===== config.mk =====
export PLATFORM = sky130hd
export DESIGN_NAME = pager_ctl
export DESIGN_NICKNAME = d
export VERILOG_FILES = /design/src/rtl/pager_ctl.sv
export SDC_FILE = /design/constraint.sdc
export NUM_CORES = 1
export LEC_CHECK = 0
export ABC_AREA = 0
export CORE_ASPECT_RATIO = 0.9
export CORE_MARGIN = 2
export CORE_UTILIZATION = 31
export CTS_BUF_LIST = sky130_fd_sc_hd__clkbuf_4 sky130_fd_sc_hd__clkbuf_8
export DETAILED_ROUTE_END_ITERATION = 10
export PLACE_DENSITY = 0.89
export SYNTH_ARGS = -nofsm -noshare
export SYNTH_HDL_FRONTEND = slang
export SYNTH_SLANG_ARGS = --single-unit

===== constraint.sdc =====
create_clock -name fclk -period 1.45 [get_ports fclk]
set_input_delay 0.2175 -clock fclk [delete_from_list [all_inputs] [get_ports fclk]]
set_output_delay 0.2175 -clock fclk [all_outputs]
set_load 0.005 [all_outputs]

===== src/rtl/pager_ctl.sv =====
// Z80 port-write decoder and Pentagon-1024 / ATM pager configuration state,
// shared by the four pager windows; also merges DOS strobes and stall requests.
module pager_ctl (
    input  logic        fclk,
    input  logic        rst_n,
    input  logic        zpos,
    input  logic        zneg,
    input  logic [15:0] za,
    input  logic [7:0]  zd,
    input  logic        iorq_n,
    input  logic        wr_n,
    input  logic        m1_n,
    input  logic [3:0]  dos_turn_on,
    input  logic [3:0]  dos_turn_off,
    input  logic [3:0]  stall_req,
    output logic        atmF7_wr,
    output logic        pent1m_ROM,
    output logic [5:0]  pent1m_page,
    output logic        pent1m_ram0_0,
    output logic        pent1m_1m_on,
    output logic        pager_off,
    output logic        dos,
    output logic        zclk_stall
);

    logic iowr;
    logic iowr_r;
    logic port_stb;
    logic lock;
    logic dec_7ffd;
    logic dec_eff7;
    logic dec_77;
    logic dec_atm;
    logic unused_bits;

    assign unused_bits = ^{zneg, za[14], za[11]};

    always_comb begin
        iowr     = !iorq_n && !wr_n && m1_n;
        port_stb = zpos && iowr && !iowr_r;
        dec_7ffd = !za[15] && !za[1];
        dec_eff7 = (za == 16'hEFF7);
        dec_77   = (za[7:0] == 8'h77);
        dec_atm  = (za[7:0] == 8'hF7) && (za[13:12] == 2'b11) && (za[10:8] == 3'b111);
        atmF7_wr = port_stb && dec_atm;
        zclk_stall = |stall_req;
    end

    // iowr_r resets high so a write already in progress at reset release
    // cannot produce a strobe until iowr has been seen low on a zpos.
    always_ff @(posedge fclk or negedge rst_n) begin
        if (!rst_n) begin
            iowr_r <= 1'b1;
        end else if (zpos) begin
            iowr_r <= iowr;
        end
    end

    always_ff @(posedge fclk or negedge rst_n) begin
        if (!rst_n) begin
            pent1m_ROM    <= 1'b0;
            pent1m_page   <= '0;
            pent1m_ram0_0 <= 1'b0;
            pent1m_1m_on  <= 1'b0;
            lock          <= 1'b0;
            pager_off     <= 1'b1;
        end else if (port_stb) begin
            if (dec_7ffd && !lock) begin
                pent1m_page[2:0] <= zd[2:0];
                pent1m_ROM       <= zd[4];
                pent1m_page[4:3] <= zd[7:6];
                // Without 1 MB mode, bit 5 is the 128K lock instead of a page bit.
                if (pent1m_1m_on) begin
                    pent1m_page[5] <= zd[5];
                end else begin
                    pent1m_page[5] <= 1'b0;
                    lock           <= zd[5];
                end
            end
            if (dec_eff7) begin
                pent1m_1m_on  <= ~zd[2];
                pent1m_ram0_0 <= zd[3];
                if (!zd[2]) begin
                    lock <= 1'b0;
                end else begin
                    pent1m_page[5] <= 1'b0;
                end
            end
            if (dec_77) begin
                pager_off <= ~za[9];
            end
        end
    end

    always_ff @(posedge fclk or negedge rst_n) begin
        if (!rst_n) begin
            dos <= 1'b0;
        end else if (|dos_turn_on) begin
            dos <= 1'b1;
        end else if (|dos_turn_off) begin
            dos <= 1'b0;
        end
    end

endmodule


; ---- Word level (Yosys, flattened, before mapping)
; Index checks and enable logic that the tools add are counted.
[op_classes]
n_addsub = 0
mul = 0
div = 0
magnitude_cmp = 0
n_eq_ne = 5
shifts = 0
muxes = 10
n_bitwise = 2
reduce_logical = 22
[ops]
columns = op, n
row1 = "== test 16 bit, second input constant", 1
row2 = OR reduction 4 bit, 3
row3 = logical AND 1 bit, 9
row4 = two-way mux 1 bit, 9
row5 = "== test 8 x 7 -> 1 bit, second input constant", 1
row6 = "== test 8 bit, second input constant", 1
row7 = zero test 1 bit, 6
row8 = two-way mux 6 bit, 1
row9 = AND reduction 2 bit, 3
row10 = "== test 3 bit, second input constant", 1
row11 = "== test 2 bit, second input constant", 1
row12 = inverter 1 bit, 2
row13 = nonzero test 2 bit, 1
[word_totals]
reg_bits = 13
latch_bits = 0
mem_bits_rw = 0
romBits = 0
inputBits = 43
out_inout_bits = 13
word_cells = 48
memories = 0

; ---- Logic depth before layout (Yosys ltp)
; Gate-level depths: netlist of the first run.
[depth]
depth_word = 6
ltp_mapped = 4
mapped_depth_nobuf = 4

; ---- Worst setup path before layout of the first run
; OpenSTA, ideal clock, no wires.
[synth_path]
path_kind = input port to flip-flop
startpoint = in wr_n
endpoint = reg pent1m_1m_on
setup_time_ns = 0.125
arrival_ns = 1.207
required_time_ns = 1.325
setup_slack_ns = 0.118
path_stages = 4
path_buffers = 0
path_cell_list = nor3b_2 > and4b_1 > and4_4 > mux2_4
[synth_between]
elab_chain_cells = 6
[synth_rtl]
columns = item, line_no
row1 = "start, declared", 11  ; input logic wr_n,
row2 = zero test 1 bit, 39  ; iowr = !iorq_n && !wr_n && m1_n;
row3 = logical AND 1 bit (2 in series), 39
row4 = logical AND 1 bit (2 in series), 40  ; port_stb = zpos && iowr && !iowr_r;
row5 = AND reduction 2 bit (no line), -
row6 = "end signal, assigned", 81  ; pent1m_1m_on <= ~zd[2];
row7 = "end, declared", 20  ; output logic pent1m_1m_on,
; Every way passes these cells.
; A chain may end at the register's enable or synchronous reset.

; ---- Final worst setup path of the first run
[layout_path]
startpoint = reg iowr_r
endpoint = out atmF7_wr
[layout_between]
elab_chain_cells = 3
[layout_rtl]
columns = item, line_no
row1 = "start, declared", 27  ; logic iowr_r;
row2 = "start signal, assigned", 55  ; iowr_r <= iowr;
row3 = zero test 1 bit, 40
row4 = logical AND 1 bit, 40
row5 = logical AND 1 bit, 45  ; atmF7_wr = port_stb && dec_atm;
row6 = "end, declared", 16  ; output logic atmF7_wr,
; Every way passes these cells.

==> out/results.tsv, run 1 <==
metric	value	unit
max-cap-violations	0	
failed_checks	setup timing	
nFillCells	158	
end_kind	primary output	
start_util	32.5	%
netlist_area	623	µm²
drive_above_1_share	32.0	%
maxSlewHeadroom	83.9	%
critPathLaunch	iowr_r	
synth_area_leader_cell	dfrtp_1	
finalHoldViolations	0	
reg2reg_depth	4	
ctsRootBufferMaster	clkbuf_4	
synth_area_leaders	dfrtp_1, mux2_2, dfstp_2, and4b_1, mux2_4	
dr.pass1.iters	2	
synth_nets	92	
die-area	0.00239	mm²
clkLatencyLatePin	270	ps
peakVddDrop	655	µV
place.gp.congestion	0.709	
clock.fmax	679	MHz
diodes	0	
grt_usage	17.5	%
period_minus_slack	1470	ps
synth-seq-cells	13	
startpoint_type	register	
finalCritPeriodShare	102	%
wl_per_cell	13.3	µm
cp_max_fo	2	
powerDensity	683	mW/mm²
final_util	71.3	%
finalSetupViolCount	1	
reg2reg_from	iowr_r	
core_area	0.00191	mm²
status	complete, but fails checks	
cts_tree	yes	
yosysWarningCount	0	
grt_start_max_net_pins	14	
antenna_left	0	
area_growth	119	%
clkSinkCount	13	
vias	685	
io_buffers	54	
viasPerCell	4.66	
fin_skew	6.36	ps
routed_wl	1960	µm
rsz0062_at_grt	true	
seq_area_frac_synth	52.6	%
worst_pin_slew	241	ps
syn_inst	49	
rr_endpoint	pent1m_ram0_0	
finalMaxSlewViolations	0	
die_w	51.3	µm
post-dp-hpwl	1600	µm
ys_types	23	
holdCritPathClass	in2async	
rows	15	
fp.dieH	46.5	µm
ctsHoldBuffers	0	
setup.worst_path.class	reg2out	
crit_end	atmF7_wr	
avgSynthCellArea	12.7	µm²
grt_pass1_vias	741	
drt-initial-drc-count	6	
yosysTopAreaCellShare	44.2	%
antenna_found_initial	0	
cts_buffers	3	
grt_pass1_wl	3050	µm
clock_path_buffers	2	
arrival	1250	ps
ioPinCount	56	
setup_slack	-22.1	ps
clk_pin_slew_worst_paths	80	ps
p_leak	0.660	nW
final.setup.tns	-22.1	ps
htree_levels	1	
nets	166	
globalRouteOverflowTotal	0	
drc	0	
rrSetupSlack	30	ps
crit_required	1230	ps
-- flip-flops by register name, summed over array words and instances (netlist names) --
register / count
dos: 1
pent1m_ROM: 1
pent1m_1m_on: 1
pager_off: 1
pent1m_page: 6
iowr_r: 1
pent1m_ram0_0: 1
lock: 1
-- per-layer routing --
layer / share of wire, % / GRT usage [%] / up-vias
met2: 56 / 36.1 / 27
met1: 38 / 17.1 / 327
li1: - / - / 331
met3: 6.3 / 5.19 / 0
met5: 0 / 0 / -
met4: 0 / 4.21 / 0
-- worst min-delay path by stage --
| stage | end | slack [ps] | from |
|---|---|---|---|
| 2_1_floorplan | dos | -80 | rst_n |
| 3_3_place_gp | pager_off | 460 | pager_off |
| 3_5_place_dp | pager_off | 470 | pager_off |
| 4_1_cts | pent1m_page[2] | 240 | rst_n |
| 5_1_grt | pent1m_page[2] | 270 | rst_n |
| 6_report | pent1m_page[2] | 240 | rst_n |
-- cells by family after synthesis --
kind of cell,after synthesis,synth area share [%]
buf+inv,2,1.21
mux,10,18.9
simple gates,21,24.3
flops,13,52.6
compound gates,3,3.01
-- what timing repair did --
action                     CTS  global route
cloned                       0             0
pin swaps                    8             3
resized for setup           21            11
setup buffers                2             1
setup endpoints to repair   12            10
-- critical path: stages, from the launching register on --
cell,delay (ps)
dfstp_2,530
and4b_1,200
and4_4,150
buf_6,110
-- power by group --
part           switching (mW)  internal [mW]  leakage, nW
sequential             0.0228          0.404        0.162
combinational          0.0670          0.196        0.480
clock                   0.117          0.125       0.0184
total                   0.206          0.726        0.660
-- layout make-up --
type / instances / area, µm² / area share, %
well taps: 25 / 31.3 / 2.29
repair buffers: 69 / 648 / 47.5
flip-flops and latches: 13 / 328 / 24.0
inverters: 2 / 7.51 / 0.550
clock buffers: 4 / 30.0 / 2.20
multi-input cells: 34 / 320 / 23.5
-- per-stage QoR --
step | hold slack [ps] | instance area (µm²) | std cells | total power, mW | worst slack (ps)
final | 241 | 1370 | 147 | 0.932 | -22.1
after CTS | 245 | 1320 | 147 | 0.931 | -35.0
after global routing | 269 | 1370 | 147 | 0.975 | -53.8
after detailed placement | 470 | 1290 | 141 | 0.695 | -586
after floorplan | -78.1 | 623 | 49 | 0.478 | 118
after global placement | 461 | 1290 | 141 | 0.685 | -563
-- cells in the final DEF, fill, tap and decap left out, types with 2 or more instances in the layout --
cell type and count:
buf_6 2, inv_1 2, clkdlybuf4s50_1 38, mux2_4 3, nor4_1 2, mux2i_1 2, dfrtp_1 11, nand2_1 4
buf_4 14, dfstp_2 2, mux2_2 5, and4_4 2, and4b_1 3, dlymetal6s2s_1 3, dlygate4sd2_1 10, clkbuf_4 4
-- Yosys cell counts --
cell,number
a21oi_1,1
a2bb2oi_1,1
and2_1,1
and4_2,1
and4_4,1
and4b_1,3
dfrtp_1,11
dfstp_2,2
inv_1,2
mux2_2,6
mux2_4,2
mux2i_1,2
nand2_1,4
nand3_1,1
nand4_1,1
nand4b_2,1
nor2_1,2
nor3_1,1
nor3b_1,1
nor3b_2,1
nor4_1,2
o21ai_0,1
or4_1,1
Power figures use the tool's default switching activity.
==> run 2: changes to the inputs <==
- SKIP_CTS_REPAIR_TIMING: unset -> 1
==> run 2 against run 1 <==
  * The run still ends with setup timing left
  * Cell count grew 0.68%
  * First-iteration DRC count grew 33%
  * Via count shrank 0.58%
  * Clock skew grew 1.6 ps
  * Sequential share of layout area shrank 0.52 points
  * Critical path type unchanged
  * Largest cell class unchanged
  * Highest routed layer unchanged
==> out/results.tsv, run 2 (synthesis gave the netlist of run 1 again) <==
metric	value	unit	change
status	complete, but fails checks		unchanged
failed_checks	setup timing		unchanged
drt-initial-drc-count	8		was 6
p_leak	0.733	nW	was 0.660 nW
clkSinkCount	13		unchanged
finalMaxSlewViolations	0		unchanged
setup.worst_path.class	reg2out		unchanged
regMostFlops	pent1m_page		unchanged
die-area	0.00239	mm²	unchanged
diodes	0		unchanged
hold_ws	235	ps	was 241 ps
slowest_delay	530	ps	about the same
cp_max_fo	2		unchanged
io_buffers	54		unchanged
finalCritPeriodShare	102	%	about the same
startpoint_type	register		unchanged
globalRouteOverflowTotal	0		unchanged
post-dp-hpwl	1600	µm	unchanged
viasPerCell	4.60		was 4.66
final.setup.tns	-23.2	ps	was -22.1 ps
arrival	1260	ps	was 1250 ps
vias	681		was 685
grt_usage	17.5	%	unchanged
antenna_left	0		unchanged
powerDensity	668	mW/mm²	was 683 mW/mm²
die_w	51.3	µm	unchanged
finalHoldViolations	0		unchanged
clock.fmax	679	MHz	about the same
fp.dieH	46.5	µm	unchanged
crit_chain	and4b_1, and4_4, clkbuf_2		was and4b_1, and4_4, buf_6
finalPower	0.932	mW	about the same
final_common_cell	clkdlybuf4s50_1		unchanged
worst_pin_slew	233	ps	was 241 ps
fin_skew	7.93	ps	was 6.36 ps
cts_tree	yes		unchanged
rrSetupSlack	20	ps	was 30 ps
crit_slowest_cell	dfstp_2		unchanged
dr.pass1.iters	4		was 2
place_ws	-586	ps	unchanged
core_area	0.00191	mm²	unchanged
start_util	32.5	%	unchanged
max-cap-violations	0		unchanged
grt_pass1_vias	739		was 741
peakVddDrop	643	µV	was 655 µV
rows	15		unchanged
nets	167		was 166
clkLatencyLatePin	270	ps	about the same
drc	0		unchanged
grt_pass1_wl	3040	µm	was 3050 µm
maxSlewHeadroom	84.3	%	was 83.9%
grt_start_max_net_pins	14		unchanged
htree_levels	1		unchanged
setup_slack	-23.2	ps	was -22.1 ps
area_growth	124	%	was 119%
crit_required	1230	ps	about the same
period_minus_slack	1470	ps	about the same
clk_pin_slew_worst_paths	80	ps	about the same
finalSetupViolCount	1		unchanged
ioPinCount	56		unchanged
mostFrequentLayoutCells	clkdlybuf4s50_1, buf_4, dlymetal6s2s_1, dfrtp_1, mux2_2		was clkdlybuf4s50_1, buf_4, dfrtp_1, dlygate4sd2_1, mux2_2
cts_buffers	3		unchanged
holdCritPathClass	in2reg		was in2async
ctsRootBufferMaster	clkbuf_4		unchanged
wl_per_cell	13.7	µm	was 13.3 µm
routed_wl	2030	µm	was 1960 µm
rsz0062_at_grt	true		unchanged
clock_path_buffers	2		unchanged
place.gp.congestion	0.709		unchanged
antenna_found_initial	0		unchanged
largest_reg_flops	6		unchanged
end_kind	primary output		unchanged
drive_above_1_share	31.7	%	was 32.0%
==> run 2: where the power goes <==
group | total (mW) | internal (mW) | switching [mW]
clock | 0.241 | 0.125 | 0.115
sequential | 0.426 | 0.404 | 0.0225
combinational | 0.265 | 0.198 | 0.0663
==> run 2: critical path: cells and delay by family (launching register included) <==
| family | cells | cell delay, ps |
|---|---|---|
| and+or+nand+nor | 2 | 360 |
| buffers and inverters | 1 | 100 |
| DFF | 1 | 530 |
==> run 2: worst paths after layout <==
check / from / end / cells past startpoint
hold / removal: za[9] / pager_off / 3
setup / recovery: iowr_r / atmF7_wr / 3
min in group asynchronous: rst_n / pent1m_page[2] / 2
max in group asynchronous: rst_n / iowr_r / 2
hold reg to reg: pager_off / pager_off / 2
setup reg to reg: iowr_r / pent1m_ram0_0 / 4
==> run 2: layer usage <==
layer	vias to the layer above	global-route usage, %	wire [µm]
met1	320	17.1	810
met2	29	36.1	1090
met5	-	0	0
met3	0	5.19	128
met4	0	4.21	0
li1	332	-	-
==> run 2: stage by stage <==
stage | cells | cell area (µm²) | utilization, %
CTS | 145 | 1320 | 69.1
detailed placement | 141 | 1290 | 67.5
global route | 148 | 1400 | 72.9
global placement | 141 | 1290 | 67.5
finish | 148 | 1400 | 72.9
floorplan | 49 | 623 | -
==> run 2: area by class of cell <==
type | instances | area, µm²
Fill cell | 145 | 519
Clock buffer | 4 | 30.0
Sequential cell | 13 | 328
Timing Repair Buffer | 70 | 689
Inverter | 2 | 7.51
Tap cell | 25 | 31.3
Multi-Input combinational cell | 34 | 309
==> run 3: changes to the inputs <==
- TNS_END_PERCENT: unset -> 10
==> run 3 against run 2 <==
  * The flow still finishes with violations (setup timing)
  * Global-route usage unchanged
  * Die area unchanged
  * Wire length down 3.6%
  * First-iteration DRC count unchanged
  * Core utilization down 1.1 points
  * Largest power group unchanged
==> out/results.tsv, run 3 (synthesis gave the netlist of run 1 again) <==
metric	value	unit	change
io_buffers	54		unchanged
globalRouteOverflowTotal	0		unchanged
p_int	0.728	mW	was 0.727 mW
place.gp.congestion	0.709		unchanged
diodes	0		unchanged
rsz0062_at_grt	true		unchanged
powerDensity	674	mW/mm²	was 668 mW/mm²
arrival	1250	ps	was 1260 ps
post-dp-hpwl	1600	µm	unchanged
grt_pass1_vias	739		unchanged
routed_wl	1960	µm	was 2030 µm
hold_ws	240	ps	was 235 ps
crit_required	1230	ps	about the same
fin_area	0.00137	mm²	was 0.00140 mm²
finalHoldViolations	0		unchanged
place_ws	-586	ps	unchanged
fp.dieH	46.5	µm	unchanged
worst_pin_slew	233	ps	unchanged
wl_per_cell	13.4	µm	was 13.7 µm
drc	0		unchanged
regMostFlops	pent1m_page		unchanged
cp_max_fo	1		was 2
final_common_cell	clkdlybuf4s50_1		unchanged
fin_skew	3.89	ps	was 7.93 ps
antenna_left	0		unchanged
whs_path_depth	3		unchanged
dpl-instance-area	0.00129	mm²	unchanged
grt_start_max_net_pins	14		unchanged
dr.pass1.iters	4		unchanged
period_minus_slack	1470	ps	about the same
largest_reg_flops	6		unchanged
grt_pass1_wl	3040	µm	unchanged
holdCritPathClass	in2reg		unchanged
drt-initial-drc-count	8		unchanged
clkLatencyLatePin	270	ps	about the same
core_area	0.00191	mm²	unchanged
clock_path_buffers	2		unchanged
die_w	51.3	µm	unchanged
cts_buffers	3		unchanged
ioPinCount	56		unchanged
grt_usage	17.5	%	unchanged
drive_above_1_share	30.6	%	was 31.7%
vias	674		was 681
finalSetupViolCount	2		was 1
seqPwrFrac	46.0	%	was 45.8%
status	complete, but fails checks		unchanged
place_inst	141		unchanged
area_growth	120	%	was 124%
failed_checks	setup timing		unchanged
startpoint_type	primary input		was register
clock.fmax	681	MHz	was 679 MHz
max-cap-violations	0		unchanged
mostFrequentLayoutCells	clkdlybuf4s50_1, buf_4, dlymetal6s2s_1, dfrtp_1, mux2_2		unchanged
rows	15		unchanged
start_util	32.5	%	unchanged
pwr-share-comb	28.6	%	was 28.4%
clkSinkCount	13		unchanged
setup.worst_path.class	in2out		was reg2out
reg2reg_depth	4		unchanged
antenna_found_initial	0		unchanged
setup_slack	-17.6	ps	was -23.2 ps
final_util	71.8	%	was 72.9%
final.setup.tns	-26.9	ps	was -23.2 ps
maxSlewHeadroom	84.3	%	unchanged
finalPower	0.926	mW	was 0.932 mW
die-area	0.00239	mm²	unchanged
p_leak	0.723	nW	was 0.733 nW
finalCritPeriodShare	101	%	was 102%
end_kind	primary output		unchanged
clkPwrFrac	25.4	%	was 25.8%
htree_levels	1		unchanged
clk_pin_slew_worst_paths	80	ps	about the same
ctsRootBufferMaster	clkbuf_4		unchanged
p_sw	0.198	mW	was 0.204 mW
finalMaxSlewViolations	0		unchanged
nFillCells	148		was 145
viasPerCell	4.62		was 4.60
nets	165		was 167
cts_tree	yes		unchanged
fin_cells	146		was 148
swShare	21.4	%	was 21.9%
peakVddDrop	644	µV	was 643 µV
==> run 3: final cells by class <==
class / instances / area (µm²) / share of cell area [%]
timing repair buffer: 68 / 668 / 48.6
sequential: 13 / 328 / 23.9
multi-input combinational: 34 / 309 / 22.5
tap: 25 / 31.3 / 2.28
clock buffer: 4 / 30.0 / 2.19
inverter: 2 / 7.51 / 0.546
==> run 3: path summary, 6_finish.rpt <==
check | start | to | slack [ps]
worst min-delay path | za[9] | pager_off | 240
min in group asynchronous | rst_n | pent1m_page[2] | 250
max in group asynchronous | rst_n | iowr_r | 970
worst min register to register | pager_off | pager_off | 470
worst max-delay path | stall_req[1] | zclk_stall | -20
worst max register to register | iowr_r | pent1m_ram0_0 | 20
==> run 3: worst max-delay path, stage by stage <==
cell and delay, ps:
clkdlybuf4s50_1 390, or4_1 510, clkbuf_2 130
==> run 3: routing by layer <==
metal  global-route usage [%]  vias to the layer above  wire length [µm]
met5                        0                        -                 0
met4                     4.21                        0                 0
met3                     5.19                        0               118
met2                     36.1                       29              1060
met1                     17.1                      317               778
li1                         -                      328                 -
==> run 3: power groups by stage <==
stage	Sequential [mW]	Clock (mW)	Combinational, mW
5_1_grt	0.432	0.256	0.287
2_1_floorplan	0.432	0	0.0465
3_5_place_dp	0.432	0	0.264
4_1_cts	0.425	0.248	0.265
6_report	0.426	0.235	0.265
3_3_place_gp	0.428	0	0.256
